[src/rtl/updown_mod_counter.sv]
// -----------------------------------------------------------------------------
// updown_mod_counter
//
// Parametrised up/down modulo counter with an internal prescaler. The count
// runs over 0..MAX and wraps in either direction. A synchronous parallel load
// clamps its value to MAX. Step and Tc are registered one-cycle strobes: Step
// marks that Q stepped, and Tc marks that Q wrapped.
//
// Parameters
//   WIDTH    : counter width in bits (1..16)
//   MAX      : terminal value, count range 0..MAX (1..2^WIDTH-1)
//   PRESCALE : enabled clocks per count step (1..65535)
//
// Ports
//   clock   : rising-edge clock
//   Clear_b : synchronous active-low clear (Q, prescaler, Step, Tc -> 0)
//   Enable  : advances prescaler and counter while high
//   Up      : 1 = increment, 0 = decrement, sampled on each step edge
//   Load    : synchronous parallel load of D (clamped to MAX)
//   D       : load value
//   Q       : current count
//   Step    : high for the one cycle after an edge on which Q stepped
//   Tc      : high for the one cycle after an edge on which Q wrapped
// -----------------------------------------------------------------------------
module updown_mod_counter #(
   parameter int WIDTH    = 8,
   parameter int MAX      = 255,
   parameter int PRESCALE = 1
) (
   input  logic             clock,
   input  logic             Clear_b,
   input  logic             Enable,
   input  logic             Up,
   input  logic             Load,
   input  logic [WIDTH-1:0] D,
   output logic [WIDTH-1:0] Q,
   output logic             Step,
   output logic             Tc
);

   localparam int               PW    = (PRESCALE > 1) ? $clog2(PRESCALE) : 1;
   localparam logic [WIDTH-1:0] MAX_V = WIDTH'(MAX);

   // High when the next enabled edge is a step edge.
   logic presc_last;

   generate
      if (PRESCALE > 1) begin : g_presc
         logic [PW-1:0] presc_q;
         logic [PW-1:0] presc_d;

         // NOTE: every signal driven in always_comb gets a default first,
         // otherwise a missed branch infers a latch.
         always_comb begin
            presc_d = presc_q;
            if (Load) begin
               presc_d = '0;
            end else if (Enable) begin
               presc_d = presc_last ? '0 : presc_q + PW'(1);
            end
         end

         // NOTE: state registers use non-blocking assignments only, so every
         // flop samples the values from before the edge.
         always_ff @(posedge clock) begin
            if (!Clear_b) begin
               presc_q <= '0;
            end else begin
               presc_q <= presc_d;
            end
         end

         assign presc_last = (presc_q == PW'(PRESCALE - 1));
      end else begin : g_no_presc
         // With no prescaler, every enabled edge is a step edge.
         assign presc_last = 1'b1;
      end
   endgenerate

   logic [WIDTH-1:0] q_q, q_d;
   logic             step_q, step_d;
   logic             tc_q, tc_d;

   // Load outranks Enable. Clear is applied in the register block, so it
   // outranks both. Step and Tc default low, which makes them one-cycle pulses.
   always_comb begin
      q_d    = q_q;
      step_d = 1'b0;
      tc_d   = 1'b0;
      if (Load) begin
         q_d = (D > MAX_V) ? MAX_V : D;
      end else if (Enable && presc_last) begin
         step_d = 1'b1;
         if (Up) begin
            if (q_q == MAX_V) begin
               q_d  = '0;
               tc_d = 1'b1;
            end else begin
               q_d = q_q + WIDTH'(1);
            end
         end else begin
            if (q_q == '0) begin
               q_d  = MAX_V;
               tc_d = 1'b1;
            end else begin
               q_d = q_q - WIDTH'(1);
            end
         end
      end
   end

   always_ff @(posedge clock) begin
      if (!Clear_b) begin
         q_q    <= '0;
         step_q <= 1'b0;
         tc_q   <= 1'b0;
      end else begin
         q_q    <= q_d;
         step_q <= step_d;
         tc_q   <= tc_d;
      end
   end

   assign Q    = q_q;
   assign Step = step_q;
   assign Tc   = tc_q;

endmodule

[config.mk]
export PLATFORM = sky130hd
export DESIGN_NAME = updown_mod_counter
export DESIGN_NICKNAME = d
export VERILOG_FILES = /design/src/rtl/updown_mod_counter.sv
export SDC_FILE = /design/constraint.sdc
export NUM_CORES = 1
export LEC_CHECK = 0
export BUFFER_PORTS_ARGS = -buffer_cell sky130_fd_sc_hd__buf_2
export CAP_MARGIN = 10
export CORE_AREA = 2 2 46 48
export DETAILED_ROUTE_END_ITERATION = 10
export DIE_AREA = 0 0 48 50
export PLACE_DENSITY_LB_ADDON = 0.15
export SLEW_MARGIN = 0
export SYNTH_ARGS = -nofsm -noshare
export SYNTH_HDL_FRONTEND = slang
export SYNTH_SLANG_ARGS = --single-unit
[constraint.sdc]
create_clock -name clock -period 1.7 [get_ports clock]
set_input_delay 0.255 -clock clock [delete_from_list [all_inputs] [get_ports clock]]
set_output_delay 0.255 -clock clock [all_outputs]
set_load 0.05 [all_outputs]
==> metrics.txt, run 1 <==
# TYPE chip_impl_metric gauge
chip_impl_metric{name="ant_nets",unit=""} 0
chip_impl_metric{name="worstRegToRegCells",unit=""} 4
chip_impl_metric{name="drt-initial-drc-count",unit=""} 16
chip_impl_metric{name="core_area",unit="sq mm"} 0.00190
chip_impl_metric{name="drc_errors",unit=""} 0
chip_impl_metric{name="number_of_buffers_and_inverters_on_the_critical_path",unit=""} 0
chip_impl_metric{name="ctsLongestPathBuffers",unit=""} 2
chip_impl_metric{name="cts_max_level",unit=""} 1
chip_impl_metric{name="cts_setup_buffers",unit=""} 0
chip_impl_metric{name="clkTransAtPathRegs",unit="ns"} 0.07
chip_impl_metric{name="grt_max_degree",unit=""} 14
chip_impl_metric{name="route.vias.total",unit=""} 933
chip_impl_info{name="hp-class",value="in2reg"} 1
chip_impl_metric{name="fin_crit",unit="ns"} 1.68
chip_impl_metric{name="worst_slack",unit="ns"} 0.0246
chip_impl_info{name="reg2reg_to",value="Q[0]$_SDFFE_PN0P_"} 1
chip_impl_metric{name="initial_util",unit="%"} 42.8
chip_impl_metric{name="detailed_place_hpwl",unit="mm"} 1.67
chip_impl_metric{name="grt.met2_usage",unit="%"} 31.3
chip_impl_metric{name="numCtsBuffers",unit=""} 3
chip_impl_info{name="setup_repair_after_global_routing_missed_its_margin",value="yes"} 1
chip_impl_metric{name="placementRows",unit=""} 16
chip_impl_metric{name="grtUsageMet1",unit="%"} 28.1
chip_impl_metric{name="ff_to_ff_setup_slack",unit="ns"} 0.02
chip_impl_metric{name="required",unit="ns"} 1.90
chip_impl_info{name="hold_end",value="Q[1]$_SDFFE_PN0P_"} 1
chip_impl_info{name="most_used_routing_layer",value="met2"} 1
chip_impl_metric{name="final_max_slew_viol_count",unit=""} 0
chip_impl_metric{name="power_leakage",unit="nW"} 0.440
chip_impl_info{name="path_delay_family",value="simple AND/OR/NAND/NOR gates"} 1
chip_impl_metric{name="routabilityCongestion",unit=""} 0.864
chip_impl_metric{name="finalSetupViolations",unit=""} 0
chip_impl_metric{name="final_design_area_no_fill",unit="sq mm"} 0.00111
chip_impl_info{name="worstHoldStart",value="D[1]"} 1
chip_impl_metric{name="global_route_wire_length_before_repair",unit="mm"} 3.66
chip_impl_metric{name="gr-usage-all-layers",unit="%"} 21.2
chip_impl_metric{name="antennaDiodeCount",unit=""} 0
chip_impl_metric{name="drive_above_1_share",unit="%"} 40.0
chip_impl_info{name="mostFrequentLayoutCells",value="sky130_fd_sc_hd__buf_2 (22), sky130_fd_sc_hd__o21ai_0 (11), sky130_fd_sc_hd__nand2_1 (9), sky130_fd_sc_hd__buf_4 (9), sky130_fd_sc_hd__a21oi_1 (7)"} 1
chip_impl_metric{name="number_of_global_route_vias_before_repair",unit=""} 810
chip_impl_metric{name="clock.fmax",unit="MHz"} 597
chip_impl_metric{name="die_width",unit="microns"} 48
chip_impl_metric{name="max_slew_margin",unit="%"} 78.7
chip_impl_metric{name="synth_nets",unit=""} 124
chip_impl_metric{name="synthesized_area_per_cell",unit="sq um"} 7.54
chip_impl_metric{name="post_synth_instance_area",unit="sq um"} 815
chip_impl_info{name="worstPathCellList",value="or4_4 > or3_4 > o221a_1 > o21ai_2"} 1
chip_impl_metric{name="area_delta_synth_final",unit="%"} 36.1
chip_impl_metric{name="synth_top_area_share",unit="%"} 24.6
chip_impl_metric{name="numClockSinks",unit=""} 10
chip_impl_info{name="critical_path.reg2reg.startpoint",value="Q[3]$_SDFFE_PN0P_"} 1
chip_impl_metric{name="finish.cell_count_without_fillers",unit=""} 162
chip_impl_info{name="critPathKind",value="reg2reg"} 1
chip_impl_metric{name="globalRouteOverflowTotal",unit=""} 0
chip_impl_metric{name="insertion_delay",unit="ns"} 0.27
chip_impl_metric{name="synth.yosys.seq_area_share",unit="%"} 24.6
chip_impl_metric{name="layout_worst_path_cycle_share",unit="%"} 98.6
chip_impl_metric{name="floorplan_die_area",unit="sq mm"} 0.00240
chip_impl_metric{name="worst-endpoint-arrival",unit="ns"} 1.87
chip_impl_metric{name="hold_viol",unit=""} 0
chip_impl_metric{name="grt_util_met3",unit="%"} 5.49
chip_impl_metric{name="synth_cell_type_count",unit=""} 38
chip_impl_metric{name="final_standard_cell_utilization_of_the_core",unit="%"} 58.3
chip_impl_metric{name="proportion_of_register_bits_with_asynchronous_set_or_reset_after_synthesis",unit="%"} 0
chip_impl_metric{name="drt-pass1-iter-count",unit=""} 4
chip_impl_metric{name="synth.ff_latch_count",unit=""} 10
chip_impl_metric{name="number_of_antenna_violations_at_the_first_check_in_global_routing",unit=""} 0
chip_impl_metric{name="final_clock_skew",unit="ns"} 0.00130
chip_impl_info{name="cts_tree",value="yes"} 1
chip_impl_metric{name="power_per_cell_area",unit="mW/mm^2"} 748
chip_impl_info{name="critPathCaptureType",value="register"} 1
chip_impl_metric{name="dpl_cell_area",unit="sq mm"} 0.00101
chip_impl_metric{name="floorplan.die.height",unit="microns"} 50
chip_impl_metric{name="placedCellCount",unit=""} 158
chip_impl_metric{name="synth.yosys.warnings",unit=""} 0
chip_impl_metric{name="worst_slew_pin_slew",unit="ns"} 0.317
chip_impl_metric{name="wl_per_cell",unit="microns"} 14.5
chip_impl_info{name="most_common_cell_after_layout_fill_and_taps_aside",value="sky130_fd_sc_hd__buf_2"} 1
chip_impl_metric{name="port_buffers",unit=""} 22
chip_impl_metric{name="top_level_ports",unit=""} 23
chip_impl_metric{name="crit_fanout",unit=""} 4
chip_impl_info{name="yosys.area.top_type",value="sky130_fd_sc_hd__dfxtp_1"} 1
chip_impl_info{name="run_status",value="finished clean"} 1
chip_impl_info{name="crit_path_top_delay_cell",value="sky130_fd_sc_hd__or4_4"} 1
chip_impl_metric{name="max_stage_delay",unit="ns"} 0.57
chip_impl_metric{name="post_synth_inst_count",unit=""} 108
chip_impl_metric{name="holdWs",unit="ns"} 0.203
chip_impl_metric{name="whs_path_depth",unit=""} 2
chip_impl_info{name="start_kind",value="register"} 1
chip_impl_metric{name="drt-vias-per-instance",unit=""} 5.76
chip_impl_metric{name="finalWirelength",unit="mm"} 2.35
chip_impl_metric{name="layout.nets",unit=""} 152
chip_impl_info{name="synthTopCellsByArea",value="sky130_fd_sc_hd__dfxtp_1 (25%), sky130_fd_sc_hd__o21ai_0 (7.4%), sky130_fd_sc_hd__ha_1 (4.6%)"} 1
chip_impl_info{name="cts_root_buffer",value="sky130_fd_sc_hd__clkbuf_4"} 1
chip_impl_metric{name="peakVddDrop",unit="uV"} 485
chip_impl_info{name="postSynth.topFlopCell",value="sky130_fd_sc_hd__dfxtp_1"} 1
chip_impl_metric{name="dpl_worst_slack",unit="ns"} -0.0106
chip_impl_metric{name="synth_edf_count",unit=""} 0
chip_impl_metric{name="drv_cap",unit=""} 0
chip_impl_metric{name="num-fill-cells",unit=""} 190
==> per-stage QoR <==
step	power (mW)	TNS, ns
6_report	0.829	0
5_1_grt	0.876	-0.0373
4_1_cts	0.809	0
3_5_place_dp	0.573	-0.0106
3_3_place_gp	0.569	-0.0107
2_1_floorplan	0.487	-0.0529
==> how the worst max path moves through the flow <==
stage,startpoint,end,slack [ns],cells after the start
global route,Q[0]$_SDFFE_PN0P_,Q[0]$_SDFFE_PN0P_,-0.03,6
floorplan,Q[5]$_SDFFE_PN0P_,Q[0]$_SDFFE_PN0P_,-0.03,5
CTS,Q[0]$_SDFFE_PN0P_,Q[6]$_SDFFE_PN0P_,0.002,6
finish,Q[3]$_SDFFE_PN0P_,Q[0]$_SDFFE_PN0P_,0.02,4
detailed placement,Q[1]$_SDFFE_PN0P_,Q[5]$_SDFFE_PN0P_,-0.01,6
global placement,Q[1]$_SDFFE_PN0P_,Q[6]$_SDFFE_PN0P_,-0.007,6
==> layer usage <==
metal  share of wire (%)  vias up
li1                    -      458
met1                  44      424
met2                  47       41
met3                 5.2       10
met4                 3.8        0
met5                   0        -
==> final cells by class <==
type | count | area [sq um] | share of cell area, %
sequential | 10 | 216 | 19.5
multi-input combinational | 83 | 613 | 55.3
inverter | 7 | 31.3 | 2.82
tap | 27 | 33.8 | 3.05
timing repair buffer | 31 | 178 | 16.0
clock buffer | 4 | 36.3 | 3.27
==> worst reg2reg max path: cells and delay by family, from the launching register on <==
| family | cells | cell delay [ns] |
|---|---|---|
| AND/OR/NAND/NOR | 2 | 0.91 |
| AO/OA/AOI/OAI | 2 | 0.36 |
| flip-flops | 1 | 0.32 |
==> state kept, by name, summed over array words and instances, names as in the netlist <==
signal / count
Step: 1
Tc: 1
Q: 8
==> synthesized netlist by cell type (all sizes together) (2+ instances only) <==
master,number
o21ai,13
dfxtp,10
nand2,9
a21oi,7
clkbuf,7
inv,7
nor2,5
nand3,4
o211ai,4
or3,4
xnor2,4
ha,3
o311ai,3
o31a,3
a31oi,2
nand2b,2
nor3,2
==> report_power, final <==
part           leakage [nW]  internal (mW)  switching, mW
clock network        0.0210          0.130         0.0897
registers            0.0858          0.253         0.0183
logic                 0.333          0.137          0.201
total                 0.440          0.520          0.309
==> cells by family (layout without fill, tap and decap cells) <==
| kind of cell | after synthesis | after routing | synth area share [%] |
|---|---|---|---|
| flops | 10 | 10 | 24.6 |
| simple gates | 34 | 34 | 23.3 |
| xor+xnor | 5 | 5 | 5.38 |
| buf+inv | 15 | 42 | 7.84 |
| fa+ha+maj | 3 | 3 | 4.61 |
| mux | 1 | 1 | 1.23 |
| compound gates | 40 | 40 | 33.0 |
==> repair_timing <==
action / CTS / global route
gates cloned: 0 / 0
setup endpoints to repair: 2 / 4
pin swaps: 2 / 4
resized for setup: 6 / 9
hold endpoints to repair: 0 / 0
hold buffers: 0 / 0
Note: power is estimated with default switching activity, not from simulation.
==> inputs of run 2 (changes only) <==
--- a/config.mk
+++ b/config.mk
@@ -7,9 +7,11 @@
 export LEC_CHECK = 0
 export BUFFER_PORTS_ARGS = -buffer_cell sky130_fd_sc_hd__buf_2
 export CAP_MARGIN = 10
-export CORE_AREA = 2 2 46 48
+export CORE_AREA = 2 2 44 46
+export CTS_BUF_LIST = sky130_fd_sc_hd__clkbuf_16
 export DETAILED_ROUTE_END_ITERATION = 10
-export DIE_AREA = 0 0 48 50
+export DIE_AREA = 0 0 46 48
+export MAX_ROUTING_LAYER = met4
 export PLACE_DENSITY_LB_ADDON = 0.15
 export SLEW_MARGIN = 0
 export SYNTH_ARGS = -nofsm -noshare
==> constraint.sdc (replaced) <==
create_clock -name clock -period 2 [get_ports clock]
set_input_delay 0.3 -clock clock [delete_from_list [all_inputs] [get_ports clock]]
set_output_delay 0.3 -clock clock [all_outputs]
set_load 0.05 [all_outputs]
==> metrics.txt, run 2 (synthesis results as in run 1) <==
# TYPE chip_impl_metric gauge
chip_impl_metric{name="finalSetupViolations",unit=""} 0
chip_impl_metric{name="worstRegToRegCells",unit=""} 6
chip_impl_info{name="critPathKind",value="reg2reg"} 1
chip_impl_metric{name="worst_slew_pin_slew",unit="ns"} 0.377
chip_impl_metric{name="final_design_area_no_fill",unit="sq mm"} 0.00101
chip_impl_metric{name="max_slew_margin",unit="%"} 74.7
chip_impl_metric{name="drt-vias-per-instance",unit=""} 6.22
chip_impl_metric{name="floorplan.die.height",unit="microns"} 48
chip_impl_metric{name="wl_per_cell",unit="microns"} 14.9
chip_impl_info{name="start_kind",value="register"} 1
chip_impl_metric{name="final_max_slew_viol_count",unit=""} 0
chip_impl_metric{name="finalWirelength",unit="mm"} 2.16
chip_impl_metric{name="multi_input_area",unit="sq um"} 552
chip_impl_metric{name="core_area",unit="sq mm"} 0.00169
chip_impl_info{name="mostFrequentLayoutCells",value="sky130_fd_sc_hd__buf_2 (22), sky130_fd_sc_hd__o21ai_0 (12), sky130_fd_sc_hd__nand2_1 (9)"} 1
chip_impl_metric{name="numClockSinks",unit=""} 10
chip_impl_metric{name="final_clock_skew",unit="ns"} 0.00230
chip_impl_metric{name="layout.nets",unit=""} 146
chip_impl_metric{name="whs_path_depth",unit=""} 2
chip_impl_info{name="cts_tree",value="yes"} 1
chip_impl_metric{name="fin_crit",unit="ns"} 1.87
chip_impl_metric{name="drt-initial-drc-count",unit=""} 25
chip_impl_metric{name="setup_total_negative_slack",unit="ns"} 0
chip_impl_metric{name="ctsResizeCount",unit=""} 0
chip_impl_metric{name="drt-pass1-iter-count",unit=""} 4
chip_impl_metric{name="ant_nets",unit=""} 0
chip_impl_metric{name="numCtsBuffers",unit=""} 3
chip_impl_metric{name="area_delta_synth_final",unit="%"} 24.0
chip_impl_metric{name="cts_max_level",unit=""} 1
chip_impl_metric{name="globalRouteOverflowTotal",unit=""} 0
chip_impl_metric{name="clock.fmax",unit="MHz"} 535
chip_impl_info{name="most_common_cell_after_layout_fill_and_taps_aside",value="sky130_fd_sc_hd__buf_2"} 1
chip_impl_info{name="cts_root_buffer",value="sky130_fd_sc_hd__clkbuf_16"} 1
chip_impl_metric{name="global_route_wire_length_before_repair",unit="mm"} 3.48
chip_impl_metric{name="clkTransAtPathRegs",unit="ns"} 0.04
chip_impl_metric{name="hold_viol",unit=""} 0
chip_impl_metric{name="drv_cap",unit=""} 0
chip_impl_metric{name="peakVddDrop",unit="uV"} 413
chip_impl_metric{name="insertion_delay",unit="ns"} 0.24
chip_impl_metric{name="final_standard_cell_utilization_of_the_core",unit="%"} 59.8
chip_impl_metric{name="top_level_ports",unit=""} 23
chip_impl_metric{name="drive_above_1_share",unit="%"} 25.8
chip_impl_metric{name="layout_worst_path_cycle_share",unit="%"} 93.5
chip_impl_info{name="critPathCaptureType",value="register"} 1
chip_impl_metric{name="power_leakage",unit="nW"} 0.415
chip_impl_metric{name="ctsLongestPathBuffers",unit=""} 2
chip_impl_metric{name="detailed_place_hpwl",unit="mm"} 1.53
chip_impl_metric{name="number_of_global_route_vias_before_repair",unit=""} 793
chip_impl_metric{name="die_width",unit="microns"} 46
chip_impl_metric{name="gr-usage-all-layers",unit="%"} 23.2
chip_impl_info{name="run_status",value="finished clean"} 1
chip_impl_metric{name="grt_max_degree",unit=""} 14
chip_impl_metric{name="route.vias.total",unit=""} 902
chip_impl_metric{name="cts_hold_buffers",unit=""} 0
chip_impl_metric{name="dpl_cell_area",unit="sq um"} 933
chip_impl_metric{name="cts_setup_buffers",unit=""} 0
chip_impl_metric{name="required",unit="ns"} 2.13
chip_impl_metric{name="initial_util",unit="%"} 48.2
chip_impl_metric{name="floorplan_die_area",unit="sq mm"} 0.00221
chip_impl_metric{name="number_of_antenna_violations_at_the_first_check_in_global_routing",unit=""} 0
chip_impl_metric{name="power_per_cell_area",unit="mW/mm^2"} 821
chip_impl_metric{name="num-fill-cells",unit=""} 162
chip_impl_metric{name="drc_errors",unit=""} 0
chip_impl_info{name="setup_repair_after_global_routing_missed_its_margin",value="no"} 1
chip_impl_metric{name="crit_fanout",unit=""} 5
chip_impl_metric{name="largest_register_ff_count",unit=""} 8
chip_impl_metric{name="worst-endpoint-arrival",unit="ns"} 2.00
chip_impl_metric{name="port_buffers",unit=""} 22
chip_impl_metric{name="sequential_cell_area",unit="sq um"} 203
chip_impl_info{name="hp-class",value="in2reg"} 1
chip_impl_metric{name="antennaDiodeCount",unit=""} 0
chip_impl_metric{name="routabilityCongestion",unit=""} 0.808
chip_impl_metric{name="placementRows",unit=""} 15
==> run 2: cell type report <==
class | count | area share (%)
Clock buffer | 3 | 7.43
Inverter | 7 | 2.60
Multi-Input combinational cell | 83 | 54.6
Sequential cell | 10 | 20.1
Tap cell | 17 | 2.11
Timing Repair Buffer | 25 | 13.1
==> run 2: path summary, 6_finish.rpt <==
path	endpoint	from	slack, ns
worst min-delay path	Q[1]$_SDFFE_PN0P_	D[1]	0.28
worst max register to register	Q[5]$_SDFFE_PN0P_	Q[1]$_SDFFE_PN0P_	0.13
worst max-delay path	Q[5]$_SDFFE_PN0P_	Q[1]$_SDFFE_PN0P_	0.13
worst min register to register	Q[6]$_SDFFE_PN0P_	Q[6]$_SDFFE_PN0P_	0.60
==> run 2: where the power goes <==
group | switching, mW | total [mW] | internal (mW)
logic | 0.146 | 0.230 | 0.0843
clock network | 0.102 | 0.363 | 0.260
registers | 0.0201 | 0.236 | 0.216
==> run 2: critical path, cell delays in order (launching register included) <==
cell                        delay [ns]
sky130_fd_sc_hd__dfxtp_2          0.33
sky130_fd_sc_hd__inv_1            0.10
sky130_fd_sc_hd__ha_1             0.17
sky130_fd_sc_hd__or4b_1           0.45
sky130_fd_sc_hd__a2111oi_1        0.45
sky130_fd_sc_hd__o21ai_0          0.15
sky130_fd_sc_hd__o311ai_0         0.11
==> run 2: per-stage QoR <==
stage	hold slack (ns)	cells	setup slack (ns)	power (mW)
after global routing	0.290	145	0.0444	0.865
final	0.281	145	0.130	0.829
after floorplan	0.438	108	0.0838	0.410
after detailed placement	0.530	142	0.112	0.465
after CTS	0.282	145	0.0841	0.829
after global placement	0.524	142	0.157	0.461
==> run 2: routing by layer <==
metal,track usage (%),routed length (microns)
met1,27.4,929
met2,37.8,1040
met5,-,0
met4,10.9,28
met3,4.53,163
